## config.mk

```make
export PLATFORM = sky130hd
export DESIGN_NAME = lsu_mem_ctrl
export DESIGN_NICKNAME = d
export VERILOG_FILES = /design/src/rtl/lsu_pkg.sv /design/src/rtl/lsu_load_extract.sv /design/src/rtl/lsu_mem_ctrl.sv
export SDC_FILE = /design/constraint.sdc
export NUM_CORES = 1
export LEC_CHECK = 0
export ABC_CLOCK_PERIOD_IN_PS = 2200
export BUFFER_PORTS_ARGS = -buffer_cell sky130_fd_sc_hd__buf_2
export CAP_MARGIN = 20
export CORE_MARGIN = 2
export CORE_UTILIZATION = 49
export DETAILED_ROUTE_END_ITERATION = 10
export GPL_ROUTABILITY_DRIVEN = 0
export PLACE_DENSITY = 0.91
export SLEW_MARGIN = 20
export SYNTH_ARGS = -nofsm -noshare
export SYNTH_HDL_FRONTEND = slang
export SYNTH_SLANG_ARGS = --single-unit
```

## constraint.sdc

```tcl
create_clock -name clk -period 2.2 [get_ports clk]
set_input_delay 0 -clock clk [delete_from_list [all_inputs] [get_ports clk]]
set_output_delay 0 -clock clk [all_outputs]
set_load 0.02 [all_outputs]
```

## src/rtl/lsu_pkg.sv

```systemverilog
// Shared definitions for the load/store unit memory controller.
//   - funct3 codes for the supported loads/stores
//   - FSM state type
//   - byte-enable width
//   - lsu_legal(): alignment and funct3 legality check for one access
package lsu_pkg;

    localparam logic [2:0] F3_LB  = 3'b000;
    localparam logic [2:0] F3_LH  = 3'b001;
    localparam logic [2:0] F3_LW  = 3'b010;
    localparam logic [2:0] F3_LBU = 3'b100;
    localparam logic [2:0] F3_LHU = 3'b101;

    localparam int unsigned BeW = 4;

    typedef enum logic [2:0] {
        StIdle,
        StReq,
        StWait,
        StResp,
        StErr
    } lsu_state_t;

    // Stores share lb/lh/lw encodings; unsigned variants exist only for loads.
    function automatic logic lsu_legal(input logic we, input logic [2:0] funct3,
                                       input logic [1:0] off);
        logic ok;
        ok = 1'b0;
        case (funct3)
            F3_LB:   ok = 1'b1;
            F3_LH:   ok = !off[0];
            F3_LW:   ok = (off == 2'b00);
            F3_LBU:  ok = !we;
            F3_LHU:  ok = !we && !off[0];
            default: ok = 1'b0;
        endcase
        return ok;
    endfunction

endpackage

```

## src/rtl/lsu_load_extract.sv

```systemverilog
// Combinational load-data formatter.
//   rdata  : raw 32-bit word from memory
//   off    : byte offset within the word (addr[1:0])
//   funct3 : load type; bit 2 selects zero extension
//   data   : lane-selected, sign/zero-extended result
module lsu_load_extract
    import lsu_pkg::*;
(
    input  logic [31:0] rdata,
    input  logic [1:0]  off,
    input  logic [2:0]  funct3,
    output logic [31:0] data
);

    logic [31:0] shifted;
    logic [7:0]  byte_lane;
    logic [15:0] half_lane;
    logic        sext;

    always_comb begin
        shifted   = rdata >> {off, 3'b000};
        byte_lane = shifted[7:0];
        half_lane = off[1] ? rdata[31:16] : rdata[15:0];
        sext      = !funct3[2];
        case (funct3[1:0])
            2'b00:   data = {{24{sext & byte_lane[7]}}, byte_lane};
            2'b01:   data = {{16{sext & half_lane[15]}}, half_lane};
            default: data = rdata;
        endcase
    end

endmodule

```

## src/rtl/lsu_mem_ctrl.sv

```systemverilog
// Load/store sequencer between the memory stage and a single-port data memory.
// Accepts one access at a time, rejects misaligned/illegal accesses without
// touching memory, waits for a variable-latency response and returns either
// an extended load result or a store acknowledge as a one-cycle pulse.
//
// Build option: define LSU_TIMEOUT_EN to enable a watchdog that aborts an
// access with rsp_err after TIMEOUT_CYCLES cycles in REQ/WAIT.
//
// Ports:
//   clk, rst_n                 clock, synchronous active-low reset
//   req_valid/ready/we/funct3/addr/wdata   request from the memory stage
//   rsp_valid/rdata/err        one-cycle response, no backpressure
//   mem_req/gnt/we/addr/be/wdata           memory request channel
//   mem_rvalid/rdata           memory response channel
module lsu_mem_ctrl
    import lsu_pkg::*;
#(
    parameter int unsigned AW             = 32,
    parameter int unsigned DW             = 32,
    parameter int unsigned TIMEOUT_CYCLES = 255
) (
    input  logic           clk,
    input  logic           rst_n,
    input  logic           req_valid,
    output logic           req_ready,
    input  logic           req_we,
    input  logic [2:0]     req_funct3,
    input  logic [AW-1:0]  req_addr,
    input  logic [DW-1:0]  req_wdata,
    output logic           rsp_valid,
    output logic [DW-1:0]  rsp_rdata,
    output logic           rsp_err,
    output logic           mem_req,
    input  logic           mem_gnt,
    output logic           mem_we,
    output logic [AW-1:0]  mem_addr,
    output logic [BeW-1:0] mem_be,
    output logic [DW-1:0]  mem_wdata,
    input  logic           mem_rvalid,
    input  logic [DW-1:0]  mem_rdata
);

    lsu_state_t    state_q, state_d;
    logic          we_q;
    logic [2:0]    funct3_q;
    logic [AW-1:0] addr_q;
    logic [DW-1:0] wdata_q;
    logic [DW-1:0] rdata_q;
    logic [DW-1:0] ext_data;
    logic          accept;
    logic          timeout;

    assign accept = (state_q == StIdle) && req_valid;

    lsu_load_extract u_extract (
        .rdata  (mem_rdata),
        .off    (addr_q[1:0]),
        .funct3 (funct3_q),
        .data   (ext_data)
    );

`ifdef LSU_TIMEOUT_EN
    localparam int unsigned CntW = $clog2(TIMEOUT_CYCLES + 1);
    logic [CntW-1:0] cnt_q;

    // Counts every cycle spent in REQ and WAIT as one continuous budget.
    always_ff @(posedge clk) begin
        if (!rst_n) begin
            cnt_q <= '0;
        end else if (state_q == StReq || state_q == StWait) begin
            cnt_q <= cnt_q + CntW'(1);
        end else begin
            cnt_q <= '0;
        end
    end

    assign timeout = (cnt_q == CntW'(TIMEOUT_CYCLES - 1));
`else
    assign timeout = 1'b0;
`endif

    always_ff @(posedge clk) begin
        if (!rst_n) begin
            state_q  <= StIdle;
            we_q     <= 1'b0;
            funct3_q <= '0;
            addr_q   <= '0;
            wdata_q  <= '0;
            rdata_q  <= '0;
        end else begin
            state_q <= state_d;
            if (accept) begin
                we_q     <= req_we;
                funct3_q <= req_funct3;
                addr_q   <= req_addr;
                wdata_q  <= req_wdata;
            end
            if (state_q == StWait && mem_rvalid) begin
                rdata_q <= we_q ? '0 : ext_data;
            end
        end
    end

    always_comb begin
        state_d = state_q;
        unique case (state_q)
            StIdle: begin
                if (req_valid) begin
                    state_d = lsu_legal(req_we, req_funct3, req_addr[1:0]) ? StReq : StErr;
                end
            end
            StReq: begin
                if (mem_gnt) begin
                    state_d = StWait;
                end else if (timeout) begin
                    state_d = StErr;
                end
            end
            StWait: begin
                if (mem_rvalid) begin
                    state_d = StResp;
                end else if (timeout) begin
                    state_d = StErr;
                end
            end
            StResp:  state_d = StIdle;
            StErr:   state_d = StIdle;
            default: state_d = StIdle;
        endcase
    end

    // Memory-side fields are zero outside REQ so nothing leaks between accesses.
    always_comb begin
        req_ready = (state_q == StIdle);
        mem_req   = 1'b0;
        mem_we    = 1'b0;
        mem_addr  = '0;
        mem_be    = '0;
        mem_wdata = '0;
        rsp_valid = (state_q == StResp) || (state_q == StErr);
        rsp_err   = (state_q == StErr);
        rsp_rdata = (state_q == StResp) ? rdata_q : '0;
        if (state_q == StReq) begin
            mem_req  = 1'b1;
            mem_we   = we_q;
            mem_addr = {addr_q[AW-1:2], 2'b00};
            case (funct3_q[1:0])
                2'b00: begin
                    mem_be    = 4'b0001 << addr_q[1:0];
                    mem_wdata = {4{wdata_q[7:0]}};
                end
                2'b01: begin
                    mem_be    = 4'b0011 << addr_q[1:0];
                    mem_wdata = {2{wdata_q[15:0]}};
                end
                default: begin
                    mem_be    = 4'b1111;
                    mem_wdata = wdata_q;
                end
            endcase
        end
    end

endmodule

```

==> results.sh <==
export IMPL_preCtsSetupSlack_ns=0.318
export IMPL_yosysWarnings=0
export IMPL_finalSetupViolCount=0
export IMPL_synth_edf_count=0
export IMPL_post_route_util=0.698
export IMPL_grt_usage=0.321
export IMPL_post_cts_setup_buffers=0
export IMPL_htreeDepth=3
export IMPL_synth_top_family_by_area="simple AND/OR/NAND/NOR gates"
export IMPL_num_rows=38
export IMPL_wire_per_inst_um=17.7
export IMPL_synthSimpleGateAreaFrac=0.276
export IMPL_yosys_area_share_xor_xnor=0
export IMPL_cts_inserted_buffers=9
export IMPL_ys_ff_latch=103
export IMPL_port_buffers=207
export IMPL_max_freq_mhz=497
export IMPL_die_h_um=108
export IMPL_antenna_found_initial=0
export IMPL_cts_root_buf="clkbuf_8"
export IMPL_power_uw=4230
export IMPL_yosysUniqueCellTypes=49
export IMPL_drtAntennaViolNets=0
export IMPL_grt_pass1_vias=6076
export IMPL_layout_commonest_cell="buf_2"
export IMPL_area_growth_synth_to_final_pct=40.2
export IMPL_synth_fa_ha_area_frac=0
export IMPL_dieArea_mm2=0.0118
export IMPL_diodes=0
export IMPL_max_slew_worst_pin_slew_ns=0.857
export IMPL_hp_class="in2reg"
export IMPL_path_max_fanout=32
export IMPL_mostFrequentLayoutCells="207 x buf_2, 179 x nand2_1, 103 x a21oi_1"
export IMPL_final_setup_tns_ns=0
export IMPL_cts_tree="yes"
export IMPL_drt_iter0_markers=534
export IMPL_routed_wl_um=19400
export IMPL_cp_end_kind="output port"
export IMPL_drive_gt1_frac=0.281
export IMPL_period_share=0.915
export IMPL_fin_ws_ns=0.186
export IMPL_cts_resized=0
export IMPL_vias_per_cell=5.72
export IMPL_synth_compound_area_share=0.212
export IMPL_synthFlopType="dfxtp_1"
export IMPL_grt_pass1_wl_um=29500
export IMPL_drv_slew=0
export IMPL_syn_cell_area_mm2=0.00535
export IMPL_skew_ns=0.0116
export IMPL_clkSinkCount=103
export IMPL_ys_seq_area_frac=0.386
export IMPL_core_area_mm2=0.0107
export IMPL_insertion_delay_ns=0.36
export IMPL_period_needed_ns=2.01
export IMPL_initial_core_util=0.498
export IMPL_grt_ovfl_total=0
export IMPL_avgSynthCellArea_um2=7.75
export IMPL_max_slew_margin_rel=0.424
export IMPL_grt_setup_unrepaired="false"
export IMPL_dr_pass1_iters=5
export IMPL_hold_viol=0
export IMPL_fp_dieW_um=108
export IMPL_via_count=6287
export IMPL_hpwl_um=12000
export IMPL_syn_instance_count=690
export IMPL_cp_data_arrival_time_ns=2.01
export IMPL_cts_max_path_buffers=2
export IMPL_worstSetupPathType="reg2out"
export IMPL_synthMuxAreaShare=0.0576
export IMPL_grt_max_degree=52
export IMPL_power_density_mw_per_mm2=565
export IMPL_ir_drop_v=0.000437
export IMPL_required_ns=2.20
export IMPL_critPathLaunchType="flip-flop"
export IMPL_synth_async_reset_ratio=0
export IMPL_pin_count=210
export IMPL_clk_pin_slew_worst_paths_ns=0.10
export IMPL_power_leakage_uw=0.00355
export IMPL_status="finished, final reports clean"
export IMPL_remaining_drc_errors=0
export IMPL_cap_violations=0
export IMPL_final_nets=1062
[cell usage after synthesis, types with 2 or more instances]
cell	number	area (µm²)
dfxtp_1	103	2060
mux2_4	2	30.0
nand2_1	180	676
and3_1	41	257
a21o_1	8	60.1
a22o_1	8	70.1
buf_4	6	45.0
buf_2	17	85.1
inv_2	2	7.51
mux2i_1	23	230
o21ai_1	8	40.0
a21oi_1	103	515
o211ai_1	7	52.6
a221oi_1	9	78.8
a221o_1	16	160
clkbuf_1	31	116
a221oi_2	7	105
nor2_1	42	158
nor4_1	2	12.5
o21ai_0	4	20.0
buf_6	8	90.1
nor3_1	2	10.0
inv_1	3	11.3
and2_1	33	206
[per-layer routing]
metal | vias up | share of wire | global-route usage
met3 | 93 | 0.096 | 0.0669
met1 | 2840 | 0.36 | 0.352
met5 | - | 0 | 0
met4 | 0 | 0.052 | 0.170
li1 | 2900 | - | -
met2 | 454 | 0.49 | 0.577
[kinds of logic (layout without fill, tap and decap cells)]
logic type,count (synthesis),count (layout)
other,1,2
AND/OR/NAND/NOR,315,315
buffers and inverters,69,338
flip-flops,103,103
AO/OA/AOI/OAI,174,174
multiplexers,28,28
[what timing repair did]
| action | CTS | global route |
|---|---|---|
| hold buffers | 90 | 0 |
| endpoints found under the setup margin | 0 | 0 |
| endpoints found under the hold margin | 91 | 0 |
[sequential cells by signal, indices dropped and copies added, names as in the netlist]
name	count
addr_q	32
rdata_q	32
we_q	1
funct3_q	3
state_q	3
wdata_q	32
[power by group]
group / internal [µW] / switching, µW / leakage, µW
logic: 431 / 559 / 0.00262
registers: 1970 / 91.1 / 0.000842
clock network: 525 / 661 / 0.0000903
total: 2920 / 1310 / 0.00355
[path summary, 6_finish.rpt]
| kind | start | end | slack [ns] | cells after the start |
|---|---|---|---|---|
| setup / recovery | state_q[0]$_SDFFE_PN0P_ | mem_be[3] | 0.19 | 7 |
| hold / removal | mem_rdata[9] | rdata_q[9]$_SDFFE_PN0P_ | 0.03 | 3 |
| hold reg to reg | addr_q[31]$_SDFFE_PN0P_ | addr_q[31]$_SDFFE_PN0P_ | 0.46 | 2 |
| setup reg to reg | state_q[1]$_SDFFE_PN0P_ | rdata_q[22]$_SDFFE_PN0P_ | 0.25 | 4 |
[area by class of cell]
cell class	instances	area (µm²)
flip-flops and latches	103	2060
multi-input cells	519	2930
clock inverters	4	57.6
fillers	775	3250
well taps	140	175
clock buffers	10	128
repair buffers	318	2120
inverters	6	22.5
[worst max-delay path, stage by stage (launching register included)]
cell and delay [ns]:
dfxtp_1 0.42, buf_4 0.33, nand2_1 0.08, buf_4 0.24
inv_2 0.11, o21ai_1 0.08, nor2_1 0.18, buf_2 0.20
[through the flow]
step / instances / hold WS [ns] / area (µm²)
after floorplan: 691 / 0.136 / 5350
after global placement: 996 / 0.241 / 6410
after detailed placement: 996 / 0.246 / 6410
after CTS: 1100 / 0.00172 / 7500
after global routing: 1100 / 0.0210 / 7500
final: 1100 / 0.0257 / 7500
(Power assumes the default switching activity.)
